--- src/rtl/led_pattern_reader.sv ---
// Read-side sequencer for the LED pattern ROM: prescaled address stepping, ROM enable and
// read-latency handling, registered LED drive, and a clean freeze while the ROM is decoupled.
module led_pattern_reader #(
    parameter int unsigned ADDR_W    = 12,
    parameter int unsigned DATA_W    = 4,
    parameter int unsigned TICK_DIV  = 50000000,
    parameter int unsigned ADDR_LAST = 4095
) (
    input  logic              clk,
    input  logic              rst_n,
    input  logic              run,
    input  logic              step,
    input  logic              decouple,
    output logic              pat_en,
    output logic [ADDR_W-1:0] pat_addr,
    input  logic [DATA_W-1:0] pat_data,
    output logic [DATA_W-1:0] led,
    output logic              led_upd,
    output logic              wrap
);

    localparam int unsigned PW = (TICK_DIV > 1) ? $clog2(TICK_DIV) : 1;
    localparam logic [PW-1:0]     PRESC_LAST = PW'(TICK_DIV - 1);
    localparam logic [ADDR_W-1:0] ADDR_END   = ADDR_W'(ADDR_LAST);

    typedef enum logic [2:0] {StIdle, StWait, StRead, StCapture, StHold} state_e;

    state_e              state_q, state_d;
    logic [PW-1:0]       presc_q, presc_d;
    logic [ADDR_W-1:0]   addr_q, addr_d;
    logic [DATA_W-1:0]   led_q, led_d;
    logic                upd_q, upd_d;
    logic                wrap_q, wrap_d;
    logic                pend_q, pend_d;
    logic                advance;

    assign advance = run || pend_q;

    always_ff @(posedge clk or negedge rst_n) begin
        if (!rst_n) begin
            state_q <= StIdle;
        end else begin
            state_q <= state_d;
        end
    end

    always_comb begin
        state_d = state_q;
        if (decouple) begin
            state_d = StHold;
        end else begin
            unique case (state_q)
                StIdle:    if (run || step) state_d = StWait;
                StWait: begin
                    if (!advance) begin
                        state_d = StIdle;
                    end else if (presc_q == PRESC_LAST) begin
                        state_d = StRead;
                    end
                end
                StRead:    state_d = StCapture;
                StCapture: state_d = StWait;
                StHold:    state_d = StIdle;
                default:   state_d = StIdle;
            endcase
        end
    end

    always_comb begin
        pat_en   = (state_q == StRead);
        pat_addr = addr_q;
        led      = led_q;
        led_upd  = upd_q;
        wrap     = wrap_q;
    end

    // Datapath next-state; decouple aborts any in-flight access without touching led/addr.
    always_comb begin
        presc_d = presc_q;
        addr_d  = addr_q;
        led_d   = led_q;
        upd_d   = 1'b0;
        wrap_d  = 1'b0;
        pend_d  = pend_q;
        if (decouple) begin
            presc_d = '0;
            pend_d  = 1'b0;
        end else begin
            unique case (state_q)
                StIdle: begin
                    if (!run && step) pend_d = 1'b1;
                end
                StWait: begin
                    if (advance) begin
                        presc_d = (presc_q == PRESC_LAST) ? '0 : presc_q + PW'(1);
                    end
                end
                StCapture: begin
                    led_d  = pat_data;
                    upd_d  = 1'b1;
                    pend_d = 1'b0;
                    if (addr_q == ADDR_END) begin
                        addr_d = '0;
                        wrap_d = 1'b1;
                    end else begin
                        addr_d = addr_q + ADDR_W'(1);
                    end
                end
                StHold:  presc_d = '0;
                default: ;
            endcase
        end
    end

    always_ff @(posedge clk or negedge rst_n) begin
        if (!rst_n) begin
            presc_q <= '0;
            addr_q  <= '0;
            led_q   <= '0;
            upd_q   <= 1'b0;
            wrap_q  <= 1'b0;
            pend_q  <= 1'b0;
        end else begin
            presc_q <= presc_d;
            addr_q  <= addr_d;
            led_q   <= led_d;
            upd_q   <= upd_d;
            wrap_q  <= wrap_d;
            pend_q  <= pend_d;
        end
    end

endmodule
--- config.mk ---
export PLATFORM = sky130hd
export DESIGN_NAME = led_pattern_reader
export DESIGN_NICKNAME = d
export VERILOG_FILES = /design/src/rtl/led_pattern_reader.sv
export SDC_FILE = /design/constraint.sdc
export NUM_CORES = 1
export LEC_CHECK = 0
export ABC_AREA = 1
export CAP_MARGIN = 10
export CORE_MARGIN = 2
export CORE_UTILIZATION = 40
export CTS_CLUSTER_DIAMETER = 120
export DETAILED_ROUTE_END_ITERATION = 6
export GPL_TIMING_DRIVEN = 1
export SYNTH_ARGS = -nofsm -noshare
export SYNTH_HDL_FRONTEND = slang
export SYNTH_SLANG_ARGS = --single-unit
--- constraint.sdc ---
create_clock -name clk -period 1.8 [get_ports clk]
set_clock_uncertainty 0.2 [all_clocks]
set_input_delay 0.36 -clock clk [delete_from_list [all_inputs] [get_ports clk]]
set_output_delay 0.36 -clock clk [all_outputs]
set_load 0.005 [all_outputs]
== Word level (Yosys, flattened, before mapping) ==
Cells that the tools add are included.
Word-level totals
  logic and storage cells: 49
  flip-flop bits (word level): 48
  input bits: 9
  output and inout bits: 19
Cells by class
  equality and inequality tests: 10
  add/subtract/negate cells: 2
  bitwise logic cells: 1
  muxes and demuxes: 18
  reduce and logical (&&, ||, !) cells: 11
Operators by type and width (count)
  two-way mux 26 bit: 3
  one-hot mux 26 bit (2 select lines): 1
  adder 26 x 1 -> 26 bit (second input constant): 1
  equality test 26 bit (second input constant): 1
  adder 12 x 1 -> 12 bit (second input constant): 1
  equality test 12 bit (second input constant): 1
  two-way mux 12 bit: 1
  two-way mux 3 bit: 4
  one-hot mux 3 bit (4 select lines): 1
  inequality test 3 bit (second input constant): 3
  AND reduction 2 bit: 4
  two-way mux 1 bit: 7
  equality test 3 x 2 -> 1 bit (second input constant): 2
  nonzero test 3 bit: 2
  inequality test 4 bit (second input constant): 1
  equality test 3 x 1 -> 1 bit (second input constant): 1
  equality test 3 bit (second input constant): 1
  logical NOT 3 bit: 1
  logical OR 1 bit: 2
  one-hot mux 1 bit (2 select lines): 1
  logical AND 1 bit: 1
  logical NOT 1 bit: 1
  inverter 1 bit: 1

== Depth between registers and ports, before layout ==
  word-level depth: 5
  gate-level depth with buffers: 11

== Worst setup path after synthesis ==
No wires, ideal clock.
  kind: register to register
  start point: register presc_q[0]
  end point: register presc_q[25]
  clock period less this slack: 1649 ps
  required time: 1485 ps
  slack: 151 ps
  stages on the path, launching flop included: 12
  data arrival time: 1334 ps
  path buffers: 1
  path through: dfrtp_1 -> ha_1 -> nand3_1 -> nor2_2 -> nand2_1 -> nor2_1 -> nand2_1 -> nand2_2 -> nand2_4 -> clkinv_4 -> buf_12 -> nor2_2
On the way
  longest elaborated chain between the ends: 5
  elaborated cells between the ends (all ways): 6
  classes of those cells: 1 x add/sub; 1 x eq/ne; 4 x mux
Ends and longest elaborated chain
  start: declaration: RTL line 29  | logic [PW-1:0] presc_q, presc_d;
  start signal: assignment: RTL line 124  | presc_q <= presc_d;
  adder 26 x 1 -> 26 bit or equality test 26 bit (tied branches): RTL line 95  | presc_d = (presc_q == PRESC_LAST) ? '0 : presc_q + PW'(1);
  two-way mux 26 bit (*): RTL line 95
  two-way mux 26 bit (*): RTL line 94  | if (advance) begin
  one-hot mux 26 bit (2 select lines) (*): RTL line 89  | unique case (state_q)
  two-way mux 26 bit (*): RTL line 85  | if (decouple) begin
Every way passes the cells marked *; elsewhere a longest branch is shown, timed or not. The select of a mux whose other input is x is not followed.
A chain may end at the register's enable or synchronous reset.

== Final worst setup path ==
  start point: register addr_q[9], in the netlist pat_addr[9]
  end point: output pat_addr[9]
RTL lines
  start: declaration: RTL line 30  | logic [ADDR_W-1:0] addr_q, addr_d;
  start signal: assignment: RTL line 125  | addr_q <= addr_d;
  end: declaration: RTL line 15  | output logic [ADDR_W-1:0] pat_addr,
No word-level cell between the ends.

==> impl_results.md <==
- Status: complete, no violations
- Seq/Total Area, Yosys: between 40% and 50%
- Fillcell total: about 640
- Setup TNS: 0 ps
- Worst slew pin tran: just over 400 ps
- Final setup viols: 0
- Worst setup path end: pat_addr[9]
- H-Tree Depth: 2
- DP HPWL: about 4.7 mm
- CP Max Fanout: 2
- Peak Freq: 571 MHz
- Routed wire length per instance: 12.7 um
- Max rail drop VDD: 0.347 mV
- Die X-Extent: roughly 88 um
- Starting Density: approximately 41%
- Drt total wl: 7.07 mm
- Std-Cell Core Area: roughly 6800 um2
- Grt total ovfl: 0
- Leak: roughly 1.8 nW
- Clk root buf: clkbuf_8
- Crit. path cell count: 1
- Synthesized Nets: about 390
- Later-pin clock latency in the skew report: 310 ps
- Post-place setup slack: -523 ps
- FF-to-FF setup slack: 60 ps
- Clk buf depth: 2
- Count of final max-slew check failures: 0
- PD cells: 566 nW/um2
- Worst slew margin: a little over 70%
- Io pins: 28
- Initial antenna violation count: 0
- Critical Path Start: pat_addr[9]$_DFFE_PN0P_
- Data arrival, critical path: roughly 1200 ps
- Critical path, cell by cell: clkdlybuf4s50_1
- First-pass GRT wire length: between 10 and 15 mm
- Mapped Area: roughly 2800 um2
- Synthesized area per cell: ~7.5 um2
- Die area: approximately 7700 um2
- Fin crit period: around 1800 ps
- # rows: 30
- Initial DRC Count: ~140
- Final Hold Vio Count: 0
- Family with the most delay on the worst path: buffers and inverters
- Reg2reg start: state_q[1]$_DFFE_PN0P_
- Vias: around 2,700
- Final Wtd Congestion: 0.841
- Clock-pin slew on the worst setup and hold paths: ~90 ps
- Layout Nets: 471
- Share of cells above drive strength 1: about 28%
- Cell count after synthesis: between 300 and 400
- Remaining DRCs: 0
- Critical path required time: between 1000 and 1500 ps
- Area growth syn-to-layout: 38.3%
- Largest net degree at the start of global routing: ~50
- Vias in the first global route: about 2,600
- Final period utilization: 97.3%
- CTS tree: done
- Via-to-Cell Ratio: around 4.9
- CP peak stage delay: around 510 ps
- I/O Buffers: 27
- Hold Path Class: primary input to register
- Crit path kind: register to output port
- Max-cap violation count: 0
- GRT Total Usage: ~19%
- Die height: between 80 and 90 um
- Crit. End Element: output port
- Final WS setup: approximately 49 ps
- Num Clock Sinks: between 40 and 50
- Finished Cell Area: ~4000 um2
- R2r worst-path depth: 9
- Drt first pass iters: 4
- Final Power: approximately 2.2 mW
- Slowest cell on crit path: clkdlybuf4s50_1
- CP startpoint kind: register
- Dpl cell area: between 3000 and 4000 um2
- Synth warn: 0
- Yosys reg bits: 48
- Yosys cell types: 32
- FF-to-FF End: presc_q[10]$_DFFE_PN0P_
- Ant. Diodes: 0
- Detail Route Antenna Nets: 0
- TritonCTS Buffers: 5
- Worst Path Buf+Inv: 1
-- power breakdown --
part | total [mW] | internal, mW | switching [mW]
Clock | 0.801 | 0.412 | 0.390
Combinational | 0.298 | 0.138 | 0.159
Sequential | 1.11 | 1.09 | 0.0130
-- Yosys cell counts, drive strengths merged --
library cell / n / area [um2]
clkbuf: 1 / 3.75
a21oi: 6 / 30.0
nor3: 12 / 70.1
nand3b: 1 / 7.51
o211ai: 1 / 7.51
ha: 2 / 25.0
o21ai: 8 / 40.0
o31ai: 1 / 7.51
dfrtp: 48 / 1200
and2: 1 / 6.26
o21bai: 3 / 22.5
buf: 5 / 57.6
nand3: 25 / 130
nand2: 115 / 470
nand4: 13 / 81.3
xor2: 9 / 78.8
nor3b: 2 / 15.0
nor2: 78 / 350
inv: 39 / 149
clkinv: 1 / 8.76
xnor2: 6 / 52.6
-- what timing repair did --
| action | CTS | global route |
|---|---|---|
| gates resized for setup | 12 | 46 |
| pin swaps | 7 | 10 |
| hold endpoints to repair | 48 | 0 |
| cloned | 0 | 2 |
| hold buffers | 1 | 0 |
| endpoints found under the setup margin | 34 | 36 |
| buffers inserted | 13 | 7 |
-- how the worst min path moves through the flow --
stage                       startpoint                     end  slack [ps]  cells after the start
floorplan                        rst_n      led[0]$_DFFE_PN0P_        -140                      0
global placement                 rst_n  presc_q[4]$_DFFE_PN0P_         170                      2
detailed placement               rst_n  presc_q[5]$_DFFE_PN0P_         170                      2
CTS                 led[3]$_DFFE_PN0P_      led[3]$_DFFE_PN0P_         300                      2
global route                  decouple  state_q[2]$_DFFE_PN0P_         180                      2
finish                        decouple  state_q[2]$_DFFE_PN0P_         160                      2
-- metal layers --
layer | vias to the layer above | track usage (%) | share of wire, %
li1 | 1354 | - | -
met1 | 1293 | 22.8 | 45
met2 | 69 | 32.9 | 49
met3 | 10 | 4.52 | 5.1
met4 | 0 | 4.20 | 1.1
met5 | - | 0 | 0
-- stage by stage --
step | utilization (%) | hold slack [ps] | instances
global route | 57.3 | 182 | 557
global placement | 50.4 | 166 | 527
finish | 57.3 | 161 | 557
detailed placement | 50.4 | 171 | 527
floorplan | - | -136 | 377
CTS | 53.9 | 295 | 548
-- cells in the final DEF (no fill, tap or decap), drive strengths merged, types with 2 or more instances in the layout --
master / Yosys / layout
dfrtp: 48 / 48
a21oi: 6 / 6
buf: 5 / 53
o21ai: 8 / 8
nand2: 115 / 116
o21bai: 3 / 3
inv: 39 / 39
clkinv: 1 / 3
ha: 2 / 2
nand3: 25 / 25
clkdlybuf4s50: 0 / 17
clkbuf: 1 / 6
dlymetal6s2s: 0 / 5
nor3: 12 / 12
xnor2: 6 / 6
nand4: 13 / 13
nor2: 78 / 78
xor2: 9 / 9
dlygate4sd2: 0 / 3
nor3b: 2 / 2
-- sequential cells by signal, summed over array words and instances (netlist names) --
name and flops:
pend_q 1, wrap 1, presc_q 26, led 4, state_q 3, pat_addr 12
led_upd 1
-- logic make-up (layout without fill, tap and decap cells) --
logic type      Yosys count  count (layout)  synth area share [%]
compound gates           19              19                  3.82
xor+xnor                 15              15                  4.67
fa+ha+maj                 2               2                 0.889
buf+inv                  46             129                  7.78
flops                    48              48                  42.7
simple gates            247             248                  40.2
-- final cells by class --
class | count | area [um2] | share of cell area [%]
Tap cell | 96 | 120 | 3.09
Timing Repair Buffer | 80 | 718 | 18.5
Multi-Input combinational cell | 284 | 1550 | 39.9
Clock inverter | 3 | 42.5 | 1.09
Clock buffer | 5 | 68.8 | 1.77
Timing Repair inverter | 1 | 16.3 | 0.418
Sequential cell | 48 | 1200 | 31.0
Inverter | 40 | 168 | 4.31
Note: power is estimated with default switching activity, not from simulation.
